[config.mk]
export PLATFORM = sky130hd
export DESIGN_NAME = mux_sel_arbiter
export DESIGN_NICKNAME = d
export VERILOG_FILES = /design/src/rtl/mux_sel_arbiter.sv
export SDC_FILE = /design/constraint.sdc
export NUM_CORES = 1
export LEC_CHECK = 0
export ABC_AREA = 1
export CAP_MARGIN = 20
export CORE_MARGIN = 2
export CORE_UTILIZATION = 48
export DETAILED_ROUTE_END_ITERATION = 7
export PLACE_DENSITY_LB_ADDON = 0.05
export SETUP_SLACK_MARGIN = 0.3
export SYNTH_ARGS = -nofsm -noshare
export SYNTH_HDL_FRONTEND = slang
export SYNTH_SLANG_ARGS = --single-unit
[constraint.sdc]
create_clock -name clk -period 1.74 [get_ports clk]
set_input_delay 0.348 -clock clk [delete_from_list [all_inputs] [get_ports clk]]
set_output_delay 0.348 -clock clk [all_outputs]
set_load 0.01 [all_outputs]
[src/rtl/mux_sel_arbiter.sv]
// Two-requester round-robin arbiter driving the select of a downstream 2:1 mux.
// Optional macro SEL_GUARD_EN inserts a one-cycle no-grant GUARD state on every source switch.
module mux_sel_arbiter #(
  parameter int MAX_HOLD = 8,
  parameter int CNT_W    = 4
) (
  input  logic clk,
  input  logic reset,
  input  logic req0,
  input  logic req1,
  output logic gnt0,
  output logic gnt1,
  output logic sel,
  output logic switched
);

  typedef enum logic [1:0] {
    IDLE  = 2'd0,
    G0    = 2'd1,
    G1    = 2'd2
`ifdef SEL_GUARD_EN
    ,GUARD = 2'd3
`endif
  } state_t;

  localparam logic [CNT_W-1:0] CNT_MAX = CNT_W'(MAX_HOLD - 1);

  state_t           state, nxt;
  logic [CNT_W-1:0] hold_cnt;
  logic             last;
  logic             nxt_sel;
  logic             entering;
  state_t           hop0, hop1;

  // Destination when handing the path over to the other source
`ifdef SEL_GUARD_EN
  assign hop0 = GUARD;
  assign hop1 = GUARD;
`else
  assign hop0 = G0;
  assign hop1 = G1;
`endif

  always_comb begin
    nxt = state;
    unique case (state)
      IDLE: begin
        if (req0 && req1)  nxt = last ? G0 : G1;
        else if (req0)     nxt = G0;
        else if (req1)     nxt = G1;
      end
      G0: begin
        // Release takes priority over the forced switch
        if (!req0)                           nxt = req1 ? hop1 : IDLE;
        else if (req1 && hold_cnt == CNT_MAX) nxt = hop1;
      end
      G1: begin
        if (!req1)                           nxt = req0 ? hop0 : IDLE;
        else if (req0 && hold_cnt == CNT_MAX) nxt = hop0;
      end
`ifdef SEL_GUARD_EN
      GUARD: begin
        // sel still names the outgoing source; the target is the other one
        if (sel ? req0 : req1) nxt = sel ? G0 : G1;
        else                   nxt = IDLE;
      end
`endif
      default: nxt = IDLE;
    endcase
  end

  always_comb begin
    nxt_sel = sel;
    if (nxt == G0)      nxt_sel = 1'b0;
    else if (nxt == G1) nxt_sel = 1'b1;
  end

  assign entering = (nxt != state) && ((nxt == G0) || (nxt == G1));

  always_ff @(posedge clk) begin
    if (reset) begin
      state    <= IDLE;
      gnt0     <= 1'b0;
      gnt1     <= 1'b0;
      sel      <= 1'b0;
      switched <= 1'b0;
      hold_cnt <= '0;
      last     <= 1'b1;
    end else begin
      state    <= nxt;
      gnt0     <= (nxt == G0);
      gnt1     <= (nxt == G1);
      sel      <= nxt_sel;
      switched <= (nxt_sel != sel);
      if (entering) begin
        hold_cnt <= '0;
        last     <= (nxt == G1);
      end else if ((nxt == state) && ((state == G0) || (state == G1)) && (hold_cnt != CNT_MAX)) begin
        hold_cnt <= hold_cnt + 1'b1;
      end
    end
  end

endmodule
# [Word-level counts from Yosys, hierarchy flattened]
# Index checks and enable logic that the tools add are counted.
[totals] regBits=11 output_inout_bits=4 elab_cells=40
[op_classes] n_addsub=1 n_eq_ne=9 n_mux=13 reduce_logical=10
[op_table] cell="2-bit 2-to-1 mux" n=9
[op_table] cell="1-bit logical AND" n=6
[op_table] cell="2-bit case mux with 3 select lines" n=1
[op_table] cell="4-bit by 1-bit adder with 4-bit output, second input constant" n=1
[op_table] cell="2-bit by 1-bit == test with 1-bit output, second input constant" n=2
[op_table] cell="2-bit == test, second input constant" n=2
[op_table] cell="4-bit by 3-bit == test with 1-bit output, second input constant" n=1
[op_table] cell="4-bit by 3-bit inequality test with 1-bit output, second input constant" n=1
[op_table] cell="1-bit 2-to-1 mux" n=3
[op_table] cell="2-bit == test" n=1
[op_table] cell="2-bit zero test" n=1
[op_table] cell="1-bit logical OR" n=2
[op_table] cell="2-bit inequality test" n=1
[op_table] cell="2-bit OR reduction" n=1
[op_table] cell="1-bit inequality test" n=1

# [Logic depth before layout (Yosys ltp)]
[logic_depth] depth_word=9 depth_mapped=13 ltp_nobuf=13

# [Least setup slack after synthesis]
# No wires, ideal clock.
[synth_timing] path_kind="reg-to-reg" startpoint="reg state[0]" endpoint="reg last" setup_ns=0.126 t_arrival_ns=1.613 slack_ns=0.001 path_stages_with_launch=13 path_buffers=0 path_cell_list="dfxtp_1 inv_1 ha_1 inv_1 nor3_1 nand2_1 nand3_2 nand2_2 inv_1 ha_1 o21bai_4 nand2_1 o211ai_1"
[synth_lines] element="from (decl)" line="28" text="state_t state, nxt;"
[synth_lines] element="from (signal assigned)" line="90" text="state <= nxt;"
[synth_lines] element="2-bit == test (tied with other cells)" line="46" text="unique case (state)"
[synth_lines] element="2-bit case mux with 3 select lines *" line="46"
[synth_lines] element="via nxt[1]" line="28"
[synth_lines] element="2-bit by 1-bit == test with 1-bit output or 2-bit == test (tied branches)" line="78, 97"
[synth_lines] element="1-bit logical OR" line="78" text="assign entering = (nxt != state) && ((nxt == G0) || (nxt == G1));"
[synth_lines] element="1-bit logical AND" line="78"
[synth_lines] element="to (signal assigned)" line="97" text="last <= (nxt == G1);"
[synth_lines] element="to (decl)" line="30" text="logic last;"
# The timed path passes the listed nets; every way through them passes the cells marked *.
# A chain may end at the register's enable or synchronous reset.

# [Worst setup path after layout]
[layout_timing] startpoint="reg state[1]" endpoint="reg last"
[layout_via] elab_chain_cells=7
[layout_lines] element="2-bit 2-to-1 mux" line="50" text="else if (req1) nxt = G1;"
[layout_lines] element="2-bit 2-to-1 mux" line="49" text="else if (req0) nxt = G0;"
[layout_lines] element="2-bit 2-to-1 mux" line="48" text="if (req0 && req1) nxt = last ? G0 : G1;"
[layout_lines] element="2-bit case mux with 3 select lines *" line="46"
[layout_lines] element="via nxt[1]" line="28"
[layout_lines] element="2-bit by 1-bit == test with 1-bit output or 2-bit == test (tied branches)" line="78, 97"
[layout_lines] element="1-bit logical OR" line="78"
[layout_lines] element="1-bit logical AND" line="78"
# Marks and branches as above.

==> flow_summary.ini <==
[placement]
hpwlAfterDp_um = 1080
place_ws_ns = -0.371
port_buffers = 7
place_inst = 121
gp_congestion = 0.810

[grt]
grt-ovfl-total = 0
grt_pass1_wl_um = 2580
track_usage_pct = 18.8
grt_max_degree = 8
antenna_found_initial = 0
grt_pass1_vias = 616

[route]
viasPerCell = 5.24
firstDrtPassIters = 4
wl_met2_um = 792
detail_route.wl_per_cell_um = 11.8
wl_met1_um = 716
drc = 0
wirelength_um = 1600
maxUsedRoutingLayer = met4
vias = 707
drt-initial-drc-count = 17
met3WireLength_um = 53
ant_nets = 0

[pwr]
cellLeakagePower_nw = 0.464
power.internal_uw = 729
fin_total_pwr_mw = 1.24
p_clk_share_pct = 14.3
power_density_nw_per_um2 = 1140
p_sw_uw = 510
ir_worst_vdd_uv = 931
combPwrFrac_pct = 56.9
pwr-share-seq_pct = 28.8
sw_frac_of_total_pct = 41.1

[critical_path]
critPathLaunchType = flip-flop
reg2reg_slack_ns = 0.06
crit_arrival_ns = 1.83
path_class = flip-flop to flip-flop
cp_max_fo = 5
worst_setup_path_end_kind = flip-flop
cp_data_required_time_ns = 1.90

[yosys]
yosysSeqAreaShare_pct = 30.0
netlist_area_sq_um = 734
syn_inst = 95
synth.avg_cell_area_sq_um = 7.73
yosys_warnings = 0
synth_seq_cells = 11
synth_fp_nets = 106
synth_cell_types = 20

[finish]
layout_common_cells = 15 x nand2_1, 11 x buf_4, 10 x nor2_1
fin_cells = 135
diodes = 0
drive_gt1_share_pct = 48.7
fillers = 114
nets = 131
mostFrequentLayoutCell = nand2_1
area_growth_pct = 48.6

[run_status]
status = complete, no violations

[sta]
tightest_slew_ns = 0.279
min_period_ns = 1.68
final_max_slew_viol_count = 0
fin_tns_setup_ns = 0
fmax_mhz = 597
rsz0062_at_grt = yes
relSlewSlack_pct = 81.4
setup_viol = 0
holdWs_ns = 0.484
post-route-period-util_pct = 96.3
setup_ws_ns = 0.0640
skew_ns = 0.00458
hold_viol = 0

[clocking]
clk_path_buf_depth = 2
htreeDepth = 1
cts_sinks = 11
cts-root-buf = clkbuf_4
cts_made_buffers = 3
cts_tree = built
clk_transition_reported_paths_ns = 0.07
clkLatencyLatePin_ns = 0.27
hold_buffers = 0

[floorplanning]
io_pins = 8
die_width_um = 43.1
core_sq_um = 1470
fp-row-count = 14
die_area_sq_um = 1860
start_util_pct = 49.9
die_h_um = 43.1

[min_path]
min_path_type = flip-flop to flip-flop

[job]
max_cap_violations = 0
cell usage after synthesis:
cell type / count / area [sq um]
a211oi_1: 1 / 7.51
a21oi_1: 5 / 25.0
bufinv_8: 1 / 17.5
dfxtp_1: 11 / 220
ha_1: 7 / 87.6
inv_1: 11 / 41.3
inv_2: 2 / 7.51
nand2_1: 15 / 56.3
nand2_2: 5 / 31.3
nand2_4: 2 / 22.5
nand3_1: 7 / 35.0
nand3_2: 2 / 20.0
nand4_1: 6 / 37.5
nor2_1: 11 / 41.3
nor2_8: 1 / 20.0
nor3_1: 2 / 10.0
o211ai_1: 1 / 7.51
o21ai_0: 2 / 10.0
o21bai_4: 1 / 18.8
xor2_1: 2 / 17.5
worst max-delay path: stages, from the launching register on:
cell and delay, ns:
dfxtp_4 0.41, inv_6 0.06, buf_4 0.13, nor3_2 0.14, nand2_1 0.08, nand3_2 0.10, nand2_4 0.07, inv_2 0.07
ha_4 0.19, o21bai_4 0.18, nand2_1 0.07, o211ai_1 0.07
per-stage QoR:
step / utilization, % / area, sq um
floorplan: - / 830
global placement: 64.0 / 942
detailed placement: 64.0 / 942
CTS: 71.4 / 1050
global route: 74.1 / 1090
finish: 74.1 / 1090
registers in the layout, indices dropped and copies added (netlist names):
name	flops
sel	1
last	1
gnt1	1
state	2
switched	1
gnt0	1
hold_cnt	4
what timing repair did:
item	4_1_cts	5_1_grt
pin swaps	10	0
gates resized for setup	18	7
hold endpoints to repair	0	0
endpoints found under the setup margin	13	9
setup buffers	8	2
metal layers:
| metal | vias up | track usage, % |
|---|---|---|
| met5 | - | 0 |
| met4 | 0 | 10.9 |
| met3 | 4 | 3.83 |
| met2 | 11 | 29.6 |
| met1 | 330 | 23.4 |
| li1 | 362 | - |
power groups by stage:
stage | registers (mW) | clock network, mW | logic, mW
finish | 0.356 | 0.177 | 0.705
global route | 0.364 | 0.193 | 0.762
CTS | 0.354 | 0.183 | 0.657
detailed placement | 0.360 | 0 | 0.572
global placement | 0.360 | 0 | 0.562
floorplan | 0.361 | 0 | 0.427
worst paths after layout:
kind / from / end / depth (start not counted)
max: state[1] / last / 11
min: last / last / 2
max reg2reg: state[1] / last / 11
min reg2reg: last / last / 2
cell families (layout without fill, tap and decap cells):
| family | Yosys count | after routing | share of synthesized area [%] |
|---|---|---|---|
| simple gates | 51 | 51 | 37.3 |
| fa+ha+maj | 7 | 7 | 11.9 |
| buf+inv | 14 | 38 | 9.03 |
| compound gates | 10 | 10 | 9.37 |
| xor+xnor | 2 | 2 | 2.39 |
| flops | 11 | 11 | 30.0 |
cell type report:
type                    instances  area [sq um]  area share, %
clock buffers                   4          26.3           2.41
inverters                      14          70.1           6.42
multi-input cells              70           573           52.5
flip-flops and latches         11           234           21.4
well taps                      16          20.0           1.83
repair buffers                 20           168           15.4
Note: power is estimated with default switching activity, not from simulation.
